## src/rtl/lfsr_pkg.sv

```systemverilog
// Shared types and constants for the lfsr_gen pseudo-random generator slice.
package lfsr_pkg;

  typedef enum logic [1:0] {
    IDLE  = 2'd0,
    FREE  = 2'd1,
    BURST = 2'd2
  } lfsr_state_e;

  // Maximal-length Galois feedback masks for common widths
  localparam logic [3:0]  TAPS_W4  = 4'hC;
  localparam logic [7:0]  TAPS_W8  = 8'hB8;
  localparam logic [15:0] TAPS_W16 = 16'hB400;
  localparam logic [31:0] TAPS_W32 = 32'h80200003;

endpackage

```

## src/rtl/lfsr_gen_if.sv

```systemverilog
// Valid/ready stream carrying random words from lfsr_gen to its consumer.
interface lfsr_gen_if #(
  parameter int OUT_W = 8
);
  logic             rnd_valid;
  logic             rnd_ready;
  logic [OUT_W-1:0] rnd_data;

  modport master (output rnd_valid, output rnd_data, input rnd_ready);
  modport slave  (input rnd_valid, input rnd_data, output rnd_ready);
endinterface

```

## src/rtl/lfsr_step.sv

```systemverilog
// Combinational Galois LFSR advance by NSTEPS single steps (right shift, zero fill,
// XOR TAPS when the shifted-out bit is 1).
module lfsr_step #(
  parameter int               WIDTH  = 16,
  parameter logic [WIDTH-1:0] TAPS   = 16'hB400,
  parameter int               NSTEPS = 1
) (
  input  logic [WIDTH-1:0] cur_state_s,
  output logic [WIDTH-1:0] nxt_state_s
);

  function automatic logic [WIDTH-1:0] step1(input logic [WIDTH-1:0] s);
    return {1'b0, s[WIDTH-1:1]} ^ (s[0] ? TAPS : {WIDTH{1'b0}});
  endfunction

  logic [WIDTH-1:0] chain_s;

  // Unrolled chain of single steps, all within one cycle
  always_comb begin
    chain_s = cur_state_s;
    for (int i = 0; i < NSTEPS; i++) begin
      chain_s = step1(chain_s);
    end
    nxt_state_s = chain_s;
  end

endmodule

```

## src/rtl/lfsr_gen.sv

```systemverilog
// Seedable Galois LFSR generator with free-run / counted-burst stream output.
// Build option LFSR_LEAP_EN: advance OUT_W steps per handshake instead of one.
module lfsr_gen
  import lfsr_pkg::*;
#(
  parameter int               WIDTH        = 16,
  parameter logic [WIDTH-1:0] TAPS         = TAPS_W16,
  parameter logic [WIDTH-1:0] SEED_DEFAULT = 16'h0001,
  parameter int               OUT_W        = 8,
  parameter int               CNT_W        = 8
) (
  input  logic             clk,
  input  logic             rst_n,
  input  logic             seed_we,
  input  logic [WIDTH-1:0] seed,
  input  logic             mode,
  input  logic             start,
  input  logic             stop,
  input  logic [CNT_W-1:0] burst_len,
  lfsr_gen_if.master       rnd,
  output logic             busy,
  output logic             done,
  output logic             lockup,
  input  logic             lockup_clr
);

`ifdef LFSR_LEAP_EN
  localparam int NSTEPS = OUT_W;
`else
  localparam int NSTEPS = 1;
`endif

  localparam logic [CNT_W-1:0] CNT_ONE = {{(CNT_W-1){1'b0}}, 1'b1};

  lfsr_state_e      fsm_r, fsm_s;
  logic [CNT_W-1:0] cnt_r, cnt_s;
  logic [WIDTH-1:0] state_r, state_s, step_s;
  logic             run_r, done_r, done_s, lockup_r, lockup_s;
  logic             hs_s, seed_zero_s;

  lfsr_step #(
    .WIDTH (WIDTH),
    .TAPS  (TAPS),
    .NSTEPS(NSTEPS)
  ) u_step (
    .cur_state_s(state_r),
    .nxt_state_s(step_s)
  );

  assign hs_s        = run_r & rnd.rnd_ready;
  assign seed_zero_s = (seed == {WIDTH{1'b0}});

  // Run control: start/stop commands, burst counting and done generation
  always_comb begin
    fsm_s  = fsm_r;
    cnt_s  = cnt_r;
    done_s = 1'b0;
    case (fsm_r)
      IDLE: begin
        if (start && !stop) begin
          if (!mode) begin
            fsm_s = FREE;
          end else if (burst_len != {CNT_W{1'b0}}) begin
            fsm_s = BURST;
            cnt_s = burst_len;
          end else begin
            done_s = 1'b1;
          end
        end else begin
          fsm_s = IDLE;
        end
      end
      FREE: begin
        if (stop) fsm_s = IDLE;
        else      fsm_s = FREE;
      end
      BURST: begin
        // The last accepted word completes the burst even when stop coincides
        if (hs_s) begin
          cnt_s = cnt_r - CNT_ONE;
          if (cnt_r == CNT_ONE) begin
            fsm_s  = IDLE;
            done_s = 1'b1;
          end else if (stop) begin
            fsm_s = IDLE;
          end else begin
            fsm_s = BURST;
          end
        end else if (stop) begin
          fsm_s = IDLE;
        end else begin
          fsm_s = BURST;
        end
      end
      default: begin
        fsm_s = IDLE;
      end
    endcase
  end

  // Generator state and sticky lockup flag; a seed load beats a same-cycle step
  always_comb begin
    if (seed_we) begin
      state_s = seed_zero_s ? SEED_DEFAULT : seed;
    end else if (hs_s) begin
      state_s = step_s;
    end else begin
      state_s = state_r;
    end

    if (seed_we && seed_zero_s) begin
      lockup_s = 1'b1;
    end else if (lockup_clr) begin
      lockup_s = 1'b0;
    end else begin
      lockup_s = lockup_r;
    end
  end

  // Registers, including the registered stream/status outputs
  always_ff @(posedge clk) begin
    if (!rst_n) begin
      fsm_r    <= IDLE;
      cnt_r    <= {CNT_W{1'b0}};
      state_r  <= SEED_DEFAULT;
      run_r    <= 1'b0;
      done_r   <= 1'b0;
      lockup_r <= 1'b0;
    end else begin
      fsm_r    <= fsm_s;
      cnt_r    <= cnt_s;
      state_r  <= state_s;
      run_r    <= (fsm_s != IDLE);
      done_r   <= done_s;
      lockup_r <= lockup_s;
    end
  end

  assign rnd.rnd_valid = run_r;
  assign rnd.rnd_data  = state_r[OUT_W-1:0];
  assign busy          = run_r;
  assign done          = done_r;
  assign lockup        = lockup_r;

endmodule

```

## src/flat_wrapper.sv

```systemverilog
// flat-port wrapper written by rule: the top's interface ports become plain ports
module lfsr_gen_flat import lfsr_pkg::*;
#(
  parameter int               WIDTH        = 16,
  parameter logic [WIDTH-1:0] TAPS         = TAPS_W16,
  parameter logic [WIDTH-1:0] SEED_DEFAULT = 16'h0001,
  parameter int               OUT_W        = 8,
  parameter int               CNT_W        = 8
)
  (clk, rst_n, seed_we, seed, mode, start, stop, burst_len, busy, done, lockup, lockup_clr, rnd_rnd_valid, rnd_rnd_data, rnd_rnd_ready);
  lfsr_gen_if #(.OUT_W(OUT_W)) rnd_i ();
  input  logic clk;
  input  logic rst_n;
  input  logic seed_we;
  input  logic [WIDTH-1:0] seed;
  input  logic mode;
  input  logic start;
  input  logic stop;
  input  logic [CNT_W-1:0] burst_len;
  output logic busy;
  output logic done;
  output logic lockup;
  input  logic lockup_clr;
  output wire logic [$bits(rnd_i.rnd_valid)-1:0] rnd_rnd_valid;
  output wire logic [$bits(rnd_i.rnd_data)-1:0] rnd_rnd_data;
  input wire logic [$bits(rnd_i.rnd_ready)-1:0] rnd_rnd_ready;
  assign rnd_rnd_valid = rnd_i.rnd_valid;
  assign rnd_rnd_data = rnd_i.rnd_data;
  assign rnd_i.rnd_ready = rnd_rnd_ready;
  lfsr_gen #(.WIDTH(WIDTH), .TAPS(TAPS), .SEED_DEFAULT(SEED_DEFAULT), .OUT_W(OUT_W), .CNT_W(CNT_W)) u_core (.clk(clk), .rst_n(rst_n), .seed_we(seed_we), .seed(seed), .mode(mode), .start(start), .stop(stop), .burst_len(burst_len), .rnd(rnd_i), .busy(busy), .done(done), .lockup(lockup), .lockup_clr(lockup_clr));
endmodule
```

## config.mk

```make
export PLATFORM = sky130hd
export DESIGN_NAME = lfsr_gen_flat
export DESIGN_NICKNAME = d
export VERILOG_FILES = /design/src/rtl/lfsr_pkg.sv /design/src/rtl/lfsr_gen_if.sv /design/src/rtl/lfsr_step.sv /design/src/rtl/lfsr_gen.sv /design/src/flat_wrapper.sv
export SDC_FILE = /design/constraint.sdc
export NUM_CORES = 1
export LEC_CHECK = 0
export BUFFER_PORTS_ARGS = -buffer_cell sky130_fd_sc_hd__buf_2
export CAP_MARGIN = 25
export CELL_PAD_IN_SITES_DETAIL_PLACEMENT = 1
export CELL_PAD_IN_SITES_GLOBAL_PLACEMENT = 1
export CORE_MARGIN = 2
export CORE_UTILIZATION = 40
export DETAILED_ROUTE_END_ITERATION = 16
export GPL_TIMING_DRIVEN = 0
export PLACE_DENSITY = 0.91
export RECOVER_POWER = 50
export REMOVE_ABC_BUFFERS = 1
export SETUP_SLACK_MARGIN = 0.2
export SYNTH_ARGS = -nofsm -noshare
export SYNTH_HDL_FRONTEND = slang
export SYNTH_HIERARCHICAL = 1
export SYNTH_SLANG_ARGS = --single-unit
```

## constraint.sdc

```tcl
create_clock -name clk -period 2.5 [get_ports clk]
set_input_delay 0.125 -clock clk [delete_from_list [all_inputs] [get_ports clk]]
set_output_delay 0.125 -clock clk [all_outputs]
set_load 0.02 [all_outputs]
```

==> out/summary.txt <==
Avg Cell Area, Syn -> 7.65 um2
Sw Ratio -> 25.8%
Fin. Hold Viols -> 0
Post-Syn Area -> 0.00165 mm2
initial antenna violation count -> 0
Final Max Tran Viols -> 0
clock sink total -> 29
routed vias -> 1571
Die ar. -> 0.00466 mm2
Slew headroom -> 36.3%
leakage -> 0.000727 uW
worst slack at placement -> -0.0578 ns
clk slew on worst S/H paths -> 0.06 ns
row count -> 23
Worst Path Max Fanout -> 17
Reg2Reg Setup Slack -> 0.51 ns
Most Frequent Cell on Critical Path -> a211oi_1
Most used DFF post-synth -> dfxtp_1
Critical Path Max Stage Delay -> 0.51 ns
hold crit path type -> in -> reg
Reg power frac -> 43.1%
period utilisation layout -> 79.4%
Pwr Total -> 1190 uW
Hold Buf Count CTS -> 0
Post-synth ARST share -> 0%
Worst Setup End Kind -> register
Die Ht -> 68.3 um
Final Skew -> 0.00806 ns
fin nets -> 269
Final ANT Viol Nets -> 0
WP data required -> 2.68 ns
Syn. warnings -> 6
final non-filler cell total -> 286
sequential fraction of the synthesis area -> 35.2%
cell family with the largest share of critical-path delay -> buffers and inverters
placed insts -> 275
worst vdd ir -> 0.350 mV
first-pass GRT wire length -> 7.16 mm
critical path arrival -> 2.16 ns
clk buf depth -> 2
post-route minimum period -> 1.99 ns
IO Port Bufs -> 43
CTS Buf Count -> 5
Post-synth EDFFs -> 0
combinational share of power -> 15.0%
Internal -> 882 uW
Critical R2R Capture -> u_core/cnt_r[1]$_SDFFE_PN0P_
critical path's slowest cell -> nand2_1
Layout area overhead -> 11.5%
Clock Latency Late Sink -> 0.28 ns
global route overflow -> 0
Worst Reg-to-Reg Cells -> 6
Buf/Inv on CP -> 2
distinct cell type count after synthesis -> 38
largest net degree at the start of global routing -> 34
Avg WL per Cell -> 15.3 um
initial core utilization -> 41.3%
Filler cells -> 532
PD cells -> 646 mW/mm2
CP Depth -> 6
outcome -> finished clean
Crit Path Class -> reg -> reg
hpwl dp -> 3.08 mm
drt pass-1 iters -> 4
Worst Tran Pin Value -> 0.955 ns
RSZ-0062 raised after global routing -> false
CP startpoint -> u_core/busy$_SDFF_PN0_
WHS -> 0.0670 ns
Total Routing Usage GR -> 20.9%
Clock power frac -> 41.9%
Max-cap violations -> 0
number of global-route vias before repair -> 1605
CP cell instances -> nand2_1 > clkinvlp_4 > a22oi_2 > buf_4 > a211oi_1 > a211oi_1
final setup violating endpoints -> 0
I/O pins -> 44
Yosys reg bits -> 29
routability congestion estimate from global placement -> 0.808
Sw Pwr -> 307 uW
Critical Path End -> u_core/cnt_r[1]$_SDFFE_PN0P_
CTS Root Cell -> clkbuf_8
Core Region -> 0.00400 mm2
Mapped Cells -> 216
Fmax -> 0.504 GHz
final core utilization -> 46.0%
H-Tree Depth -> 2
Die Wd -> 68.3 um
# diodes -> 0
Total Wirelength -> 4.37 mm
CTS tree -> done
share of cells above drive strength 1 -> 19.5%
FF-to-FF Start -> u_core/busy$_SDFF_PN0_
crit path launch type -> register
fin worst setup slack -> 0.514 ns
Vias/cell -> 5.49
drt first-iter violations -> 71
# DRC -> 0
cells in the final DEF, fill, tap and decap left out, types with 2 or more instances in the layout:
cell type  count
clkbuf_8       6
o21a_1         2
a311oi_1      14
inv_1          5
nand2_1       45
nor3_1         2
o21ai_0        9
nor2_1        22
a211oi_1       2
clkbuf_1      14
xor2_1         3
ha_1           2
nand2b_1       2
o211ai_1       4
buf_4          2
dfxtp_1       29
nor2b_1        2
buf_2         30
a21oi_1        9
nand3_1        3
nor4_1         9
kinds of logic (layout without fill, tap and decap cells):
| kind of cell | count (synthesis) | after routing | synth area share [%] |
|---|---|---|---|
| compound gates | 49 | 49 | 21.4 |
| xor+xnor | 3 | 3 | 1.59 |
| fa+ha+maj | 2 | 2 | 1.51 |
| buf+inv | 40 | 60 | 14.3 |
| flops | 29 | 29 | 35.2 |
| mux | 1 | 1 | 0.606 |
| simple gates | 92 | 92 | 25.4 |
metrics by stage:
step	area, um2	setup TNS, ns
2_1_floorplan	1440	0
3_3_place_gp	1720	-0.0396
3_5_place_dp	1720	-0.106
4_1_cts	1840	0
5_1_grt	1840	0
6_report	1840	0
cell usage after synthesis (all sizes together), types with 2 or more instances:
cell type / number / area, um2
nor2: 22 / 82.6
o21ai: 9 / 45.0
nand2b: 2 / 12.5
xor2: 3 / 26.3
nand3: 3 / 15.0
o211ai: 4 / 30.0
inv: 5 / 18.8
or4: 2 / 18.8
nor2b: 2 / 12.5
nor4: 9 / 56.3
clkbuf: 10 / 37.5
dfxtp: 29 / 581
a311oi: 14 / 123
buf: 24 / 176
nor3: 3 / 26.3
a21oi: 10 / 53.8
ha: 2 / 25.0
nand2: 45 / 169
a211oi: 2 / 15.0
o21a: 2 / 15.0
power by group through the flow:
stage / Clock, uW / Sequential [uW] / Combinational [uW]
after floorplan: 0 / 531 / 92.3
after global placement: 0 / 521 / 171
after detailed placement: 0 / 522 / 177
after CTS: 512 / 512 / 180
after global routing: 533 / 517 / 201
final: 498 / 513 / 179
registers in the layout (all words and copies together), names as in the netlist:
name and count:
u_core/lockup 1, u_core/busy 1, u_core/cnt_r 8, u_core/done 1, u_core/fsm_r 2, u_core/state_r 16
worst min-delay path by stage:
stage | start | endpoint | slack, ns | depth (start not counted)
4_1_cts | stop | u_core/fsm_r[0]$_SDFF_PN0_ | 0.06 | 2
3_5_place_dp | stop | u_core/fsm_r[0]$_SDFF_PN0_ | 0.35 | 2
5_1_grt | stop | u_core/fsm_r[0]$_SDFF_PN0_ | 0.07 | 2
2_1_floorplan | rst_n | u_core/state_r[0]$_SDFFE_PN1P_ | 0.21 | 1
6_report | stop | u_core/fsm_r[0]$_SDFF_PN0_ | 0.07 | 2
3_3_place_gp | stop | u_core/fsm_r[0]$_SDFF_PN0_ | 0.34 | 2
metal layers:
metal | global-route usage (%) | up-vias | wire [um]
met5 | 0 | - | 0
met4 | 10.8 | 0 | 91
met3 | 4.28 | 10 | 173
met2 | 35.2 | 33 | 2160
met1 | 25.1 | 750 | 1940
li1 | - | 778 | -
what timing repair did:
item,4_1_cts,5_1_grt
gates resized for setup,0,1
setup endpoints to repair,8,10
endpoints found under the hold margin,0,0
pin swaps,1,0
setup buffers,1,2
gates cloned,0,0
layout make-up:
type	instances	area (um2)	area share, %
Clock buffer	7	86.3	4.69
Clock inverter	1	30.0	1.63
Inverter	6	26.3	1.43
Multi-Input combinational cell	147	835	45.3
Sequential cell	29	581	31.5
Tap cell	50	62.6	3.40
Timing Repair Buffer	46	221	12.0
Power figures use the tool's default switching activity.
